File: src/rtl/kianv_uart_rx.sv
// kianv_uart_rx_fifo / kianv_uart_rx : 8N1 UART receiver feeding a circular byte FIFO.
// Latency: byte visible on rx_data/rx_valid one cycle after the stop-bit sample (~2+HALF+9*CPB clks after the start edge).
// Backpressure: valid/ready pop port; no backpressure on the line, bytes arriving into a full FIFO are dropped and flagged.
//
// kianv_uart_rx ports:
//   clk, resetn            rising-edge clock, synchronous active-low reset
//   rx                     asynchronous serial input, idle high
//   rx_data/rx_valid       registered FIFO head and not-empty flag
//   rx_ready               pop request, honoured when rx_valid is high
//   rx_level               FIFO occupancy
//   frame_err / overrun    one-cycle event pulses

// Circular buffer holding received bytes. The head word is kept in its own
// register so the consumer sees a flop output rather than a memory read.
//   push_i/push_dat_i  write request (dropped when full and not popping)
//   pop_i              pop request (ignored when empty)
//   head_o/vld_o       registered head word and not-empty flag
//   level_o            occupancy, drop_o pulses one cycle after a dropped push
module kianv_uart_rx_fifo #(
  parameter int WIDTH = 8,
  parameter int DEPTH = 16
) (
  input  logic                   clk,
  input  logic                   resetn,
  input  logic                   push_i,
  input  logic [WIDTH-1:0]       push_dat_i,
  input  logic                   pop_i,
  output logic [WIDTH-1:0]       head_o,
  output logic                   vld_o,
  output logic [$clog2(DEPTH):0] level_o,
  output logic                   drop_o
);

  localparam int AW = $clog2(DEPTH);
  localparam logic [AW:0] FULL_LVL = (AW+1)'(DEPTH);
  localparam logic [AW:0] ONE_LVL  = (AW+1)'(1);

  logic [WIDTH-1:0] mem_q [DEPTH];
  logic [AW-1:0]    wr_ptr_q, wr_ptr_d;
  logic [AW-1:0]    rd_ptr_q, rd_ptr_d;
  logic [AW-1:0]    rd_next;
  logic [AW:0]      level_q, level_d;
  logic [WIDTH-1:0] head_q, head_d;
  logic             drop_q, drop_d;
  logic             empty, full, pop_ok, push_ok;

  assign empty   = (level_q == '0);
  assign full    = (level_q == FULL_LVL);
  assign pop_ok  = pop_i && !empty;
  // A pop in the same cycle frees the slot, so a full FIFO still accepts.
  assign push_ok = push_i && (!full || pop_ok);
  assign rd_next = rd_ptr_q + AW'(1);

  always_comb begin
    wr_ptr_d = wr_ptr_q;
    rd_ptr_d = rd_ptr_q;
    level_d  = level_q;
    head_d   = head_q;
    drop_d   = push_i && !push_ok;

    if (push_ok) wr_ptr_d = wr_ptr_q + AW'(1);
    if (pop_ok)  rd_ptr_d = rd_next;

    case ({push_ok, pop_ok})
      2'b10:   level_d = level_q + ONE_LVL;
      2'b01:   level_d = level_q - ONE_LVL;
      default: level_d = level_q;
    endcase

    // Head refresh: the incoming byte becomes the head when nothing else is
    // queued ahead of it; otherwise a pop exposes the next stored entry. When
    // full with push+pop, the write lands in the slot being vacated, never in
    // rd_next, so the read below is unaffected.
    if (push_ok && (empty || (pop_ok && level_q == ONE_LVL))) begin
      head_d = push_dat_i;
    end else if (pop_ok && level_q > ONE_LVL) begin
      head_d = mem_q[rd_next];
    end
  end

  always_ff @(posedge clk) begin
    if (push_ok) mem_q[wr_ptr_q] <= push_dat_i;
  end

  always_ff @(posedge clk) begin
    if (!resetn) begin
      wr_ptr_q <= '0;
      rd_ptr_q <= '0;
      level_q  <= '0;
      head_q   <= '0;
      drop_q   <= 1'b0;
    end else begin
      wr_ptr_q <= wr_ptr_d;
      rd_ptr_q <= rd_ptr_d;
      level_q  <= level_d;
      head_q   <= head_d;
      drop_q   <= drop_d;
    end
  end

  assign head_o  = head_q;
  assign vld_o   = !empty;
  assign level_o = level_q;
  assign drop_o  = drop_q;

endmodule

module kianv_uart_rx #(
  parameter int SYSTEM_CLK = 50_000_000,
  parameter int BAUDRATE   = 115200,
  parameter int FIFO_DEPTH = 16
) (
  input  logic                        clk,
  input  logic                        resetn,
  input  logic                        rx,
  output logic [7:0]                  rx_data,
  output logic                        rx_valid,
  input  logic                        rx_ready,
  output logic [$clog2(FIFO_DEPTH):0] rx_level,
  output logic                        frame_err,
  output logic                        overrun
);

  localparam int CPB   = SYSTEM_CLK / BAUDRATE;
  localparam int HALF  = CPB / 2;
  localparam int CNT_W = $clog2(CPB + 1);
  localparam logic [CNT_W-1:0] CNT_BIT  = CNT_W'(CPB - 1);
  localparam logic [CNT_W-1:0] CNT_HALF = CNT_W'(HALF - 1);
  localparam logic [CNT_W-1:0] CNT_ONE  = CNT_W'(1);

  typedef enum logic [1:0] {
    S_IDLE  = 2'd0,
    S_START = 2'd1,
    S_DATA  = 2'd2,
    S_STOP  = 2'd3
  } state_e;

  // Two-flop synchroniser plus one history flop for edge detection. All
  // reset to the idle-high line level so reset never fakes a start edge.
  logic rx_meta_q, rxs_q, rxs_prev_q;

  always_ff @(posedge clk) begin
    if (!resetn) begin
      rx_meta_q  <= 1'b1;
      rxs_q      <= 1'b1;
      rxs_prev_q <= 1'b1;
    end else begin
      rx_meta_q  <= rx;
      rxs_q      <= rx_meta_q;
      rxs_prev_q <= rxs_q;
    end
  end

  state_e           state_q, state_d;
  logic [CNT_W-1:0] cnt_q, cnt_d;
  logic [2:0]       idx_q, idx_d;
  logic [7:0]       shift_q, shift_d;
  logic             byte_vld;
  logic             ferr_d, ferr_q;
  logic             fall, tick;

  assign fall = rxs_prev_q && !rxs_q;
  assign tick = (cnt_q == '0);

  // State register
  always_ff @(posedge clk) begin
    if (!resetn) state_q <= S_IDLE;
    else         state_q <= state_d;
  end

  // Next-state logic
  always_comb begin
    state_d = state_q;
    case (state_q)
      S_IDLE:  if (fall) state_d = S_START;
      // A line back high at mid start bit was a glitch: return to idle quietly.
      S_START: if (tick) state_d = rxs_q ? S_IDLE : S_DATA;
      S_DATA:  if (tick && idx_q == 3'd7) state_d = S_STOP;
      // Leave STOP at its mid-point so a back-to-back start edge is not missed.
      S_STOP:  if (tick) state_d = S_IDLE;
      default: state_d = S_IDLE;
    endcase
  end

  // Output / datapath logic: bit timer, bit index, shift register, events
  always_comb begin
    cnt_d    = cnt_q;
    idx_d    = idx_q;
    shift_d  = shift_q;
    byte_vld = 1'b0;
    ferr_d   = 1'b0;
    case (state_q)
      S_IDLE: begin
        if (fall) cnt_d = CNT_HALF;
      end
      S_START: begin
        if (tick) begin
          cnt_d = CNT_BIT;
          idx_d = 3'd0;
        end else begin
          cnt_d = cnt_q - CNT_ONE;
        end
      end
      S_DATA: begin
        if (tick) begin
          shift_d[idx_q] = rxs_q;
          cnt_d          = CNT_BIT;
          idx_d          = idx_q + 3'd1;
        end else begin
          cnt_d = cnt_q - CNT_ONE;
        end
      end
      S_STOP: begin
        if (tick) begin
          byte_vld = rxs_q;
          ferr_d   = !rxs_q;
        end else begin
          cnt_d = cnt_q - CNT_ONE;
        end
      end
      default: begin
        cnt_d = cnt_q;
      end
    endcase
  end

  always_ff @(posedge clk) begin
    if (!resetn) begin
      cnt_q   <= '0;
      idx_q   <= 3'd0;
      shift_q <= 8'd0;
      ferr_q  <= 1'b0;
    end else begin
      cnt_q   <= cnt_d;
      idx_q   <= idx_d;
      shift_q <= shift_d;
      ferr_q  <= ferr_d;
    end
  end

  // Framing error and overrun both come from the single STOP sample and are
  // registered identically, so they can never coincide.
  kianv_uart_rx_fifo #(
    .WIDTH (8),
    .DEPTH (FIFO_DEPTH)
  ) u_fifo (
    .clk        (clk),
    .resetn     (resetn),
    .push_i     (byte_vld),
    .push_dat_i (shift_d),
    .pop_i      (rx_ready),
    .head_o     (rx_data),
    .vld_o      (rx_valid),
    .level_o    (rx_level),
    .drop_o     (overrun)
  );

  assign frame_err = ferr_q;

endmodule
File: config.mk
export PLATFORM = sky130hd
export DESIGN_NAME = kianv_uart_rx
export DESIGN_NICKNAME = d
export VERILOG_FILES = /design/src/rtl/kianv_uart_rx.sv
export SDC_FILE = /design/constraint.sdc
export NUM_CORES = 1
export LEC_CHECK = 0
export ABC_AREA = 1
export BUFFER_PORTS_ARGS = -buffer_cell sky130_fd_sc_hd__buf_2
export CORE_ASPECT_RATIO = 0.7
export CORE_MARGIN = 1
export CORE_UTILIZATION = 50
export CTS_BUF_LIST = sky130_fd_sc_hd__clkbuf_4 sky130_fd_sc_hd__clkbuf_8
export CTS_CLUSTER_SIZE = 14
export DETAILED_ROUTE_END_ITERATION = 8
export HOLD_SLACK_MARGIN = 0.12
export PLACE_DENSITY = 0.76
export SLEW_MARGIN = 10
export SYNTH_ARGS = -nofsm -noshare
export SYNTH_HDL_FRONTEND = slang
export SYNTH_SLANG_ARGS = --single-unit
export TNS_END_PERCENT = 100
File: constraint.sdc
create_clock -name clk -period 2.49 [get_ports clk]
set_input_delay 0.498 -clock clk [delete_from_list [all_inputs] [get_ports clk]]
set_output_delay 0.498 -clock clk [all_outputs]
set_load 0.1 [all_outputs]
==> results.cfg <==
[power_and_ir_drop]
total_power_w = 0.009084
p_leak_nw = 4.219
vdd_drop_max_mv = 0.5057
power_density_nw_per_um2 = 969.6

[outcome]
status = complete, no violations

[critical_path]
worstPathArrival_ps = 2560
start_kind = flop
path_delay_family = buffers and inverters
path_class = reg2reg
crit_fanout = 10
worstSetupEndpointType = flop
slowest_stage = ha_1
worst_path_largest_cell_delay_ps = 430
timing.critical_path.cells = inv_1 > ha_1 > inv_2 > nor2_2 > nand3_1 > nand2_1 > nand2_1 > inv_1 > buf_4
path_buf_inv = 4
required_ps = 2800

[sta]
hold_viol_final = 0
slew_violations = 0
clock.fmax_mhz = 445.2
timing.slew.headroom = 0.3609
hold-worst-slack_ps = 247.3
skew_ps = 21.31
setup_tns_ps = 0
min_period_ps = 2246
rsz0062_at_grt = no
worst_pin_slew_ps = 953.9
period_share = 0.9020
setup_viol = 0

[cts]
ctsHtreeMaxLevel = 4
hold_buffers = 0
cts_setup_buffers = 0
cts_buffers = 17
clock_latency_ps = 470
cts_root_buffer = clkbuf_8
clock-sinks = 176
cts_tree = built
clock_path_buffers = 2
path_clk_slew_ps = 90

[synthesis]
synth-compound-area-share = 0.03708
netlist_instances = 941
synth_simple_gate_area_frac = 0.2578
syn_area_per_cell_um2 = 9.000
netlist.area_leader.share = 0.4538
ys.flop_type = edfxtp_1
synth_nets = 964
muxShareOfSynthArea = 0
synth-seq-cells = 176
synthArstFlopShare = 0
synth_area_um2 = 8469
ys.warnings.count = 0
synthDistinctLibCells = 41
synthTopCellsByCount = nand2_1 (287), inv_1 (133), edfxtp_1 (128), nand3_1 (125), dfxtp_1 (48)
yosys.area_share.adder = 0.02807
synth_edf_count = 128
ys_seq_area_frac = 0.5673
synthTopCellsByArea = edfxtp_1 (45%), nand2_1 (13%), dfxtp_1 (11%), nand3_1 (7.4%), inv_1 (5.9%)
synth_most_common_cell = nand2_1
synth-xor-area-share = 0.01625
synth_top_area_cell = edfxtp_1
synth_top_family_by_area = simple AND/OR/NAND/NOR gates

[floorplan]
die_width_um = 157.6
io_pins = 20
die-area_um2 = 17470
start_util = 0.5150
core_um2 = 16440
rows = 39
die_h_um = 110.9

[global_routing]
grt_pass1_vias = 5919
grt_pass1_wl_um = 31970
grt_max_degree = 44
antenna_found_initial = 0
grt_usage = 0.2446
overflow = 0

[detailed_routing]
wl_per_cell_um = 16.41
num_vias = 6401
wl_um = 20040
drc = 0
postRouteAntennaNets = 0
drtIter0Drc = 806
viasPerCell = 5.242
drt-pass1-iter-count = 5

[layout]
drive_above_1_share = 0.1426
n_antenna_cell = 0
fillers = 1418
final_nets = 1006
syn_to_final_growth_pct = 10.62

[place]
portBuffers = 19
place_congestion = 0.9121
hpwlAfterDp_um = 13590

[job]
maxCapViolations = 0

[hold_path]
hp-class = in2reg
==> layout make-up <==
type                            count  area [µm²]  area share
Clock buffer                       18       247.7     0.02644
Clock inverter                     14       162.7     0.01736
Inverter                          148       581.8     0.06210
Multi-Input combinational cell    583        2888      0.3082
Sequential cell                   176        4815      0.5139
Tap cell                          225       281.5     0.03005
Timing Repair Buffer               57       392.9     0.04193
==> routing by layer <==
metal	wire length, µm	up-vias	GRT usage
li1	-	3114	-
met1	9405	3015	0.3650
met2	8573	243	0.3437
met3	1775	29	0.06489
met4	282	0	0.07767
met5	0	-	0
==> registers in the layout, summed over array words and instances (netlist names), named ones only <==
name             count
u_fifo.head_o        8
u_fifo.mem_q       128
u_fifo.drop_o        1
idx_q                3
rxs_prev_q           1
u_fifo.wr_ptr_q      4
u_fifo.level_o       5
frame_err            1
shift_q              8
rx_meta_q            1
state_q              1
u_fifo.rd_ptr_q      4
cnt_q                9
rxs_q                1
==> worst register-to-register path: stages (launching register included) <==
cell     delay [ps]
dfxtp_1         350
inv_1           160
ha_1            440
inv_2            80
nor2_2          250
nand3_1         120
nand2_1          70
nand2_1          60
inv_1           320
buf_4           250
==> kinds of logic after synthesis <==
logic type | Yosys count
AOI/OAI and AO/OA | 59
xor gates and xnor gates | 11
and+or+nand+nor | 494
DFF | 176
buffers and inverters | 182
adders and majority gates | 19
==> placed cells by master, fill, tap and decap left out, types with 2 or more instances in the layout <==
| cell | instances |
|---|---|
| inv_2 | 13 |
| a21oi_1 | 32 |
| nor3_1 | 3 |
| inv_4 | 2 |
| clkinv_4 | 2 |
| buf_4 | 37 |
| nor2_2 | 5 |
| or2_2 | 4 |
| nand2_2 | 7 |
| o21ai_1 | 7 |
| dfxtp_2 | 5 |
| o21ai_0 | 14 |
| xor2_1 | 7 |
| nand4_1 | 11 |
| inv_6 | 2 |
| inv_1 | 135 |
| clkbuf_8 | 18 |
| xnor2_2 | 2 |
| dfxtp_1 | 42 |
| bufinv_16 | 4 |
| clkinv_2 | 2 |
| edfxtp_1 | 128 |
| ha_1 | 19 |
| nor2_1 | 38 |
| buf_2 | 19 |
| nand3_2 | 9 |
| nand3_1 | 124 |
| nand2_1 | 287 |
==> timing repair <==
item / CTS / global route
hold endpoints to repair: 0 / 0
endpoints found under the setup margin: 0 / 9
resized for setup: 0 / 1
==> worst paths after layout <==
| check | from | end | slack [ps] | cells after the start |
|---|---|---|---|---|
| max | state_q[0]$_SDFFE_PN0P_ | u_fifo.mem_q[6][2]$_DFFE_PP_ | 240 | 9 |
| min | rx | rx_meta_q$_SDFF_PN1_ | 250 | 2 |
| max reg2reg | state_q[0]$_SDFFE_PN0P_ | u_fifo.mem_q[6][2]$_DFFE_PP_ | 240 | 9 |
| min reg2reg | rx_meta_q$_SDFF_PN1_ | rxs_q$_SDFF_PN1_ | 430 | 1 |
==> through the flow <==
stage / area, µm² / cells / setup slack (ps) / utilization
after floorplan: 8491 / 941 / 51.39 / -
after global placement: 8956 / 1189 / 344.7 / 0.5446
after detailed placement: 8956 / 1189 / 268.2 / 0.5446
after CTS: 9366 / 1221 / 181.5 / 0.5696
after global routing: 9369 / 1221 / 17.83 / 0.5697
final: 9369 / 1221 / 244.0 / 0.5697
==> power by group <==
part           internal (W)  total, W  switching [W]
combinational       0.00108   0.00366        0.00259
clock               0.00102   0.00207        0.00105
sequential          0.00323   0.00336       0.000123
(Power assumes the default switching activity.)
